[src/rtl/spi_xfer_arbiter_pkg.sv]
// Shared types for the SPI transfer arbiter: FSM state encoding and slave-select codes.
// ss codes are decoded at the top level into individual trig/ch1..ch3/EEP chip selects.
package spi_xfer_arbiter_pkg;

  typedef enum logic [2:0] {
    IDLE,
    SETUP,
    WRITE,
    WAIT,
    ACK,
    GAP
  } state_t;

  localparam logic [2:0] SS_TRIG = 3'd0;
  localparam logic [2:0] SS_CH1  = 3'd1;
  localparam logic [2:0] SS_CH2  = 3'd2;
  localparam logic [2:0] SS_CH3  = 3'd3;
  localparam logic [2:0] SS_EEP  = 3'd4;
  localparam logic [2:0] SS_NONE = 3'd7;

endpackage

[src/rtl/rr_arbiter.sv]
// Round-robin pick: first set req bit searching upward from ptr+1 with wrap; purely combinational.
// Zero latency, no state; callers hold ptr to the last winner so it becomes lowest priority.
module rr_arbiter #(
  parameter int N  = 4,
  parameter int IW = (N > 1) ? $clog2(N) : 1
) (
  input  logic [N-1:0]  req,
  input  logic [IW-1:0] ptr,
  output logic [N-1:0]  gnt_onehot,
  output logic [IW-1:0] gnt_idx,
  output logic          gnt_vld
);

  int c;

  // Walk from farthest to nearest so the nearest requester after ptr overwrites last and wins.
  always_comb begin
    gnt_onehot = '0;
    gnt_idx    = '0;
    gnt_vld    = 1'b0;
    c          = 0;
    for (int i = N; i >= 1; i--) begin
      c = int'(ptr) + i;
      if (c >= N) c = c - N;
      if (req[c[IW-1:0]]) begin
        gnt_onehot             = '0;
        gnt_onehot[c[IW-1:0]]  = 1'b1;
        gnt_idx                = c[IW-1:0];
        gnt_vld                = 1'b1;
      end
    end
  end

endmodule

[src/rtl/spi_xfer_arbiter.sv]
// Shares one SPI master among NREQ requesters round-robin; gnt 1 cycle after req, wrt_spi in the WRITE state two cycles after req is seen, ack 1 cycle after spi_done.
// Requesters are backpressured by holding req until ack; the SPI side has no timeout and waits for spi_done indefinitely.
module spi_xfer_arbiter
  import spi_xfer_arbiter_pkg::*;
#(
  parameter int NREQ       = 4,
  parameter int GAP_CYCLES = 2
) (
  input  logic                 clk,
  input  logic                 rst,
  input  logic [NREQ-1:0]      req,
  input  logic [16*NREQ-1:0]   req_cmd,
  input  logic [3*NREQ-1:0]    req_ss,
  output logic [NREQ-1:0]      gnt,
  output logic [NREQ-1:0]      ack,
  output logic [15:0]          rdata,
  output logic                 busy,
  output logic                 wrt_spi,
  output logic [15:0]          spi_cmd,
  output logic [2:0]           ss,
  input  logic                 spi_done,
  input  logic [15:0]          spi_data
);

  localparam int IW = (NREQ > 1) ? $clog2(NREQ) : 1;
  localparam int GW = $clog2(GAP_CYCLES + 1);
  localparam logic [GW-1:0] GAP_LAST = GW'(GAP_CYCLES - 1);

  state_t          state;
  logic [IW-1:0]   ptr;
  logic [IW-1:0]   win_idx;
  logic [NREQ-1:0] win_onehot;
  logic            win_vld;
  logic [GW-1:0]   gap_cnt;

  rr_arbiter #(.N(NREQ), .IW(IW)) u_rr (
    .req        (req),
    .ptr        (ptr),
    .gnt_onehot (win_onehot),
    .gnt_idx    (win_idx),
    .gnt_vld    (win_vld)
  );

  always_ff @(posedge clk or posedge rst) begin
    if (rst) begin
      state   <= IDLE;
      gnt     <= '0;
      ack     <= '0;
      rdata   <= '0;
      busy    <= 1'b0;
      wrt_spi <= 1'b0;
      spi_cmd <= '0;
      ss      <= SS_NONE;
      ptr     <= IW'(NREQ - 1);
      gap_cnt <= '0;
    end else begin
      unique case (state)
        IDLE: begin
          // spi_cmd/ss are sampled only here, so later req_cmd/req_ss changes cannot disturb a transfer.
          if (win_vld) begin
            gnt     <= win_onehot;
            spi_cmd <= req_cmd[16*win_idx +: 16];
            ss      <= req_ss[3*win_idx +: 3];
            ptr     <= win_idx;
            busy    <= 1'b1;
            state   <= SETUP;
          end
        end
        SETUP: begin
          wrt_spi <= 1'b1;
          state   <= WRITE;
        end
        WRITE: begin
          wrt_spi <= 1'b0;
          state   <= WAIT;
        end
        WAIT: begin
          if (spi_done) begin
            rdata <= spi_data;
            ack   <= gnt;
            state <= ACK;
          end
        end
        ACK: begin
          ack     <= '0;
          gnt     <= '0;
          gap_cnt <= GAP_LAST;
          state   <= GAP;
        end
        GAP: begin
          if (gap_cnt == '0) begin
            busy  <= 1'b0;
            state <= IDLE;
          end else begin
            gap_cnt <= gap_cnt - 1'b1;
          end
        end
        default: state <= IDLE;
      endcase
    end
  end

endmodule

[config.mk]
export PLATFORM = sky130hd
export DESIGN_NAME = spi_xfer_arbiter
export DESIGN_NICKNAME = d
export VERILOG_FILES = /design/src/rtl/spi_xfer_arbiter_pkg.sv /design/src/rtl/rr_arbiter.sv /design/src/rtl/spi_xfer_arbiter.sv
export SDC_FILE = /design/constraint.sdc
export NUM_CORES = 1
export LEC_CHECK = 0
export ABC_AREA = 0
export CELL_PAD_IN_SITES_DETAIL_PLACEMENT = 0
export CELL_PAD_IN_SITES_GLOBAL_PLACEMENT = 2
export CORE_MARGIN = 2
export CORE_UTILIZATION = 23
export DETAILED_ROUTE_END_ITERATION = 8
export PLACE_DENSITY_LB_ADDON = 0.15
export SYNTH_ARGS = -nofsm -noshare
export SYNTH_HDL_FRONTEND = slang
export SYNTH_SLANG_ARGS = --single-unit
[constraint.sdc]
create_clock -name clk -period 3.1 [get_ports clk]
set_clock_uncertainty 0.2 [all_clocks]
set_input_delay 0.31 -clock clk [delete_from_list [all_inputs] [get_ports clk]]
set_output_delay 0.31 -clock clk [all_outputs]
set_load 0.03 [all_outputs]
**After elaboration in Yosys (flattened, before gate mapping)**

Index checks and enable logic that the tools add are counted.
W data, S select, Z words.

- Add/sub/neg operators: 9
- Shifts and indexed selects: 2
- Mux-type cells: 46
- Order comparisons: 12
- Multipliers: 1
- Equality and inequality tests: 9
- Reductions and logical operators: 18

Operator list:

| operator | count |
|---|---|
| $shiftx A64 B7 Y16 | 1 |
| $mux W4 | 6 |
| $mux W2 | 9 |
| $pmux W3 S6 | 1 |
| $pmux W4 S2 | 2 |
| $mux W1 | 14 |
| $lt A2 B3 Y1 const B | 4 |
| $shiftx A12 B5 Y3 | 1 |
| $reduce_and A2 Y1 | 5 |
| $reduce_bool A2 Y1 | 5 |
| $sub A2 B1 Y2 const B | 5 |
| $ge A3 B3 Y1 const B | 3 |
| $mux W3 | 3 |
| $bmux W1 S2 | 4 |
| $demux W1 S2 | 4 |
| $ge A2 B1 Y1 const B | 4 |
| $add A2 B2 Y3 const B | 2 |
| $eq A3 B2 Y1 const B | 2 |
| $eq A3 B3 Y1 const B | 2 |
| $ne A2 B2 Y1 const B | 3 |
| $reduce_and A3 Y1 | 2 |
| $add A2 B3 Y4 const B | 1 |
| $ge A4 B3 Y1 const B | 1 |
| $logic_and A1 B1 Y1 | 4 |
| 8 further kinds | 9 |

- Bits of input ports: 99
- Word-level logic and storage cells: 107
- Register bits: 52

**Depth between registers and ports, before layout**

- Word-level depth: 13
- Mapped depth: 11

**By module**

From an unflattened synthesis, not the netlist that was laid out.

- Cell total of the unflattened synthesis: 249
- Area total of the unflattened synthesis: 3165.5 sq um

By module, submodules not included:

| module | area an instance (sq um) | instances | sequential area each (sq um) | cells an instance |
|---|---|---|---|---|
| spi_xfer_arbiter | 2565.0 | 1 | 1307.5 | 169 |
| rr_arbiter | 600.6 | 1 | 0.0 | 80 |

**Worst setup path before layout**

Ideal clock, no wire load.

- Path kind: register -> register
- Start: register ptr[0]
- End: register spi_cmd[4]
- Slack: -0.061 ns
- Cell stages (with the launch flop): 12
- Data arrival time: 2.881 ns
- Required time: 2.820 ns
- Period minus slack after synthesis: 3.161 ns
- Cell sequence: dfstp_2 buf_6 clkinv_1 ha_1 clkbuf_1 mux4_2 nor2_1 o211ai_2 o21ai_4 buf_6 mux2_2 o211ai_2

- Longest elaborated chain between the ends: 10
- Elaborated cells between the ends (all ways): 34
- Classes of those cells: add/sub (8); order compare (4); shift (1); mux (20); reduce/logical (1)

Ends and longest elaborated chain:

| element | RTL line | source |
|---|---|---|
| start, declared | spi_xfer_arbiter.sv:30 | `logic [IW-1:0] ptr;` |
| start signal, assigned | spi_xfer_arbiter.sv:54 | `ptr <= IW'(NREQ - 1);` |
| start signal, assigned | spi_xfer_arbiter.sv:64 | `ptr <= win_idx;` |
| $add A2 B3 Y4 | rr_arbiter.sv:23 | `c = int'(ptr) + i;` |
| $ge A4 B3 Y1 / $sub A2 B1 Y2 (equally long branches) | rr_arbiter.sv:24 | `if (c >= N) c = c - N;` |
| $mux W2 | rr_arbiter.sv:24 |  |
| $bmux W1 S2 | rr_arbiter.sv:25 | `if (req[c[IW-1:0]]) begin` |
| $mux W1 (not written as such) | rr_arbiter.sv:25 |  |
| $mux W2 / $mux W1 (equally long branches) (4 in series) | rr_arbiter.sv:25 |  |
| $shiftx A64 B7 Y16 / $reduce_and A2 Y1 (equally long branches) | n/a |  |
| end signal, assigned | spi_xfer_arbiter.sv:62 | `spi_cmd <= req_cmd[16*win_idx +: 16];` |
| end, declared | spi_xfer_arbiter.sv:19 | `output logic [15:0] spi_cmd,` |

Several ways; a longest one is shown, not always the timed one. The select of a mux whose other input is x is not followed.
A chain may end at the register's enable or synchronous reset.

**Final worst setup path**

- Start: register ptr[1]
- End: register spi_cmd[14]

The elaborated chain is that of the path after synthesis.

==> results.md <==
- Synth area leader: dfrtp_1
- Synth Area per Inst: roughly 10 um2
- # diodes: 0
- CTS resizes: 0
- TritonCTS clock tree: yes
- Critical Path Source Type: flip-flop
- CTS sink cnt: 52
- First-pass GRT wire length: 15.5 mm
- Gr usage total: roughly an eighth
- Seq pwr share: roughly 22%
- RePlAce Congestion: 0.750
- Core area: 14000 um2
- Post-Route Utilization: between 30% and 40%
- Area contributors post-synth: dfrtp_1, mux2_2, mux2i_1, nand2_1, o211ai_2
- # fillers: 1456
- Syn Std Cell Area: between 3000 and 4000 um2
- Clock transition at path regs: 0.07 ns
- Grt peak-use layer: met2
- Initial drt markers: around 100
- GR Layer Usage met2: between 20% and 30%
- Synth cell types: 46
- Min Tclk post-route: about 2.9 ns
- Max-Cap Viols: 0
- Vias per inst: 4.56
- Pwr dens: 1120 nW/um2
- Area Overhead vs Synth: 56.2%
- P_leak: 0.00213 uW
- Largest net degree at the start of global routing: 34
- DR pass1 iterations: 4
- Top-area cell type share of the netlist area: a little over a third
- Setup TNS: 0 ns
- Syn_nets: 428
- Clk pwr share: 12.8%
- Number of synthesized flops with an enable pin: 0
- Post-Syn Instances: 321
- CP max FO: 33
- Pre-CTS setup slack: 0.133 ns
- Fmax: 344 MHz
- Pint: 3240 uW
- Clock buffer depth: 2
- Worst r2r dst: spi_cmd[14]$_DFFE_PP0P_
- Antenna-violating nets left: 0
- Number of global-route vias before repair: 2936
- Initial antenna violation count: 0
- Required @ worst endpoint: 3.06 ns
- Placed Cells: around 640
- Outcome: finished clean
- Hold Vio Cnt, Final: 0
- Final Cycle Share: 93.9%
- Worst-skew pair later-pin latency: between 0.2 and 0.3 ns
- Hold Crit Class: input port to asynchronous set/reset pin
- Die area: 15400 um2
- Cts bufs inserted: 5
- Reg2reg start: ptr[1]$_DFFE_PP1P_
- Port bufs: 143
- Final setup fails: 0
- Yosys warnings: 0
- Via Count: 2951
- Worst setup margin: 0.190 ns
- Main synth FF type: dfrtp_1
- CTS root buf: clkbuf_16
- Wire per inst: 15.5 um
- DRC viols: 0
- Switching share of power: 44.0%
- Global routing met3 resource utilization: 3.98%
- Grt total ovfl: 0
- RSZ-0062 raised after global routing: no
- Synth Register Bits: 52
- Setup Buffers After CTS: 0
- Worst vdd ir: between 300 and 400 uV
- Sequential-to-total area share from yosys stat: 39.5%
- Combinational power share: around two thirds
- Slew margin rel.: a little over two fifths
- Post-detail-place hpwl: 7.76 mm
- Worst Tran Pin Value: about 0.86 ns
- I/O pin count: 144
- Non-Filler Instances: around 650
- Critical path class: flip-flop to flip-flop
- WL final: 10.0 mm
- Overall power: 5790 uW
- # rows: 43
- Final net count: ~570
- Starting Density: 23.7%
- Post-synthesis async set-or-reset flop share: 100%
- Worst reg2reg path depth: 9
- Layout cells sized above 1: around 18%
- CP endpoint kind: flip-flop
- M1 GR Usage: 15.5%
- DIE WIDTH: 124 um
- Sw power: 2550 uW
- Arr. time, crit path: 2.87 ns
- R2R Setup Slk: ~0.19 ns
- H-tree depth: 2
- Cts hold-fix bufs: 0
- Die span in y: 124 um
- Pins over their slew limit: 0
[cells in the final DEF, fill, tap and decap left out, types with 2 or more instances in the layout]
| cell | count |
|---|---|
| a21oi_1 | 14 |
| dfrtp_1 | 47 |
| ha_1 | 8 |
| clkbuf_16 | 5 |
| buf_4 | 13 |
| o211ai_1 | 4 |
| nand2_1 | 55 |
| nand3b_1 | 2 |
| nor2_1 | 15 |
| buf_12 | 2 |
| inv_1 | 8 |
| and3_1 | 2 |
| nor2b_1 | 2 |
| o211ai_2 | 11 |
| clkdlybuf4s50_1 | 143 |
| a221oi_1 | 3 |
| mux2i_1 | 29 |
| mux2_2 | 34 |
| nand3_1 | 3 |
| o21ai_0 | 11 |
| o221ai_1 | 13 |
| dfstp_2 | 5 |
| a21o_1 | 6 |
| bufinv_16 | 2 |
| nand2b_1 | 2 |
| a2bb2oi_1 | 3 |
| and2_1 | 2 |
| nor3_1 | 2 |
[flip-flops by register name (all words and copies together) (netlist names)]
signal and count:
ack 4, busy 1, gap_cnt 2, gnt 4, ptr 2, rdata 16, spi_cmd 16, ss 3
state 3, wrt_spi 1
[final cells by class]
| type | count | area (um2) | area share, % |
|---|---|---|---|
| clock buffer | 5 | 125 | 2.42 |
| timing repair buffer | 158 | 1570 | 30.3 |
| clock inverter | 3 | 68.8 | 1.33 |
| sequential | 52 | 1310 | 25.3 |
| inverter | 10 | 37.5 | 0.726 |
| tap | 180 | 225 | 4.35 |
| multi-input combinational | 239 | 1840 | 35.6 |
[cell families (layout without fill, tap and decap cells)]
family                   count (synthesis)  after routing  share of synthesized area [%]
flip-flops                              52             52                           39.5
adder cells (fa/ha/maj)                  8              8                           3.02
AND/OR/NAND/NOR                         89             89                           11.5
multiplexers                            65             65                           21.5
AO/OA/AOI/OAI                           77             77                           19.5
buffers and inverters                   30            176                           4.99
[worst max-delay path by stage]
stage | depth (start not counted) | to | startpoint
2_1_floorplan | 11 | spi_cmd[4]$_DFFE_PP0P_ | ptr[0]$_DFFE_PP1P_
5_1_grt | 9 | spi_cmd[14]$_DFFE_PP0P_ | ptr[1]$_DFFE_PP1P_
4_1_cts | 9 | spi_cmd[14]$_DFFE_PP0P_ | ptr[1]$_DFFE_PP1P_
6_report | 9 | spi_cmd[14]$_DFFE_PP0P_ | ptr[1]$_DFFE_PP1P_
3_5_place_dp | 8 | spi_cmd[14]$_DFFE_PP0P_ | req[1]
3_3_place_gp | 8 | spi_cmd[14]$_DFFE_PP0P_ | req[1]
[metal layers]
layer	part of all wire, %	up-vias	wire (um)
met5	0	-	0
met4	0.91	0	91
met3	7.5	6	751
met2	50	89	4970
met1	42	1399	4220
li1	-	1457	-
[through the flow]
stage | hold slack (ns) | area [um2]
floorplan | 0.260 | 3310
CTS | 0.205 | 5170
finish | 0.184 | 5170
global placement | 0.281 | 4980
detailed placement | 0.283 | 4980
global route | 0.233 | 5170
[Yosys cell counts, drive strengths merged, types with 3 or more instances]
cell     instances
nand2           55
clkbuf          11
nand3            3
mux2            35
mux2i           29
a2bb2oi          3
ha               8
a221oi           4
dfrtp           47
inv              9
a21o             6
a21oi           15
buf              9
o21ai           12
nor2            15
o211ai          15
dfstp            5
o221ai          13
[power by group through the flow]
stage / Combinational (uW) / Sequential, uW / Clock (uW)
floorplan: 2060 / 1810 / 0
global placement: 3850 / 1260 / 0
detailed placement: 3860 / 1260 / 0
CTS: 3880 / 1260 / 764
global route: 4150 / 1310 / 789
finish: 3800 / 1250 / 739
[critical path, cell delays in order, from the launching register on]
cell	delay [ns]
dfstp_2	0.53
inv_1	0.10
ha_1	0.44
mux4_2	0.41
nor2_1	0.16
o211ai_2	0.13
o21ai_4	0.11
buf_12	0.24
mux2i_1	0.29
o221ai_1	0.15
No activity file was read; power rests on OpenSTA's default activity.
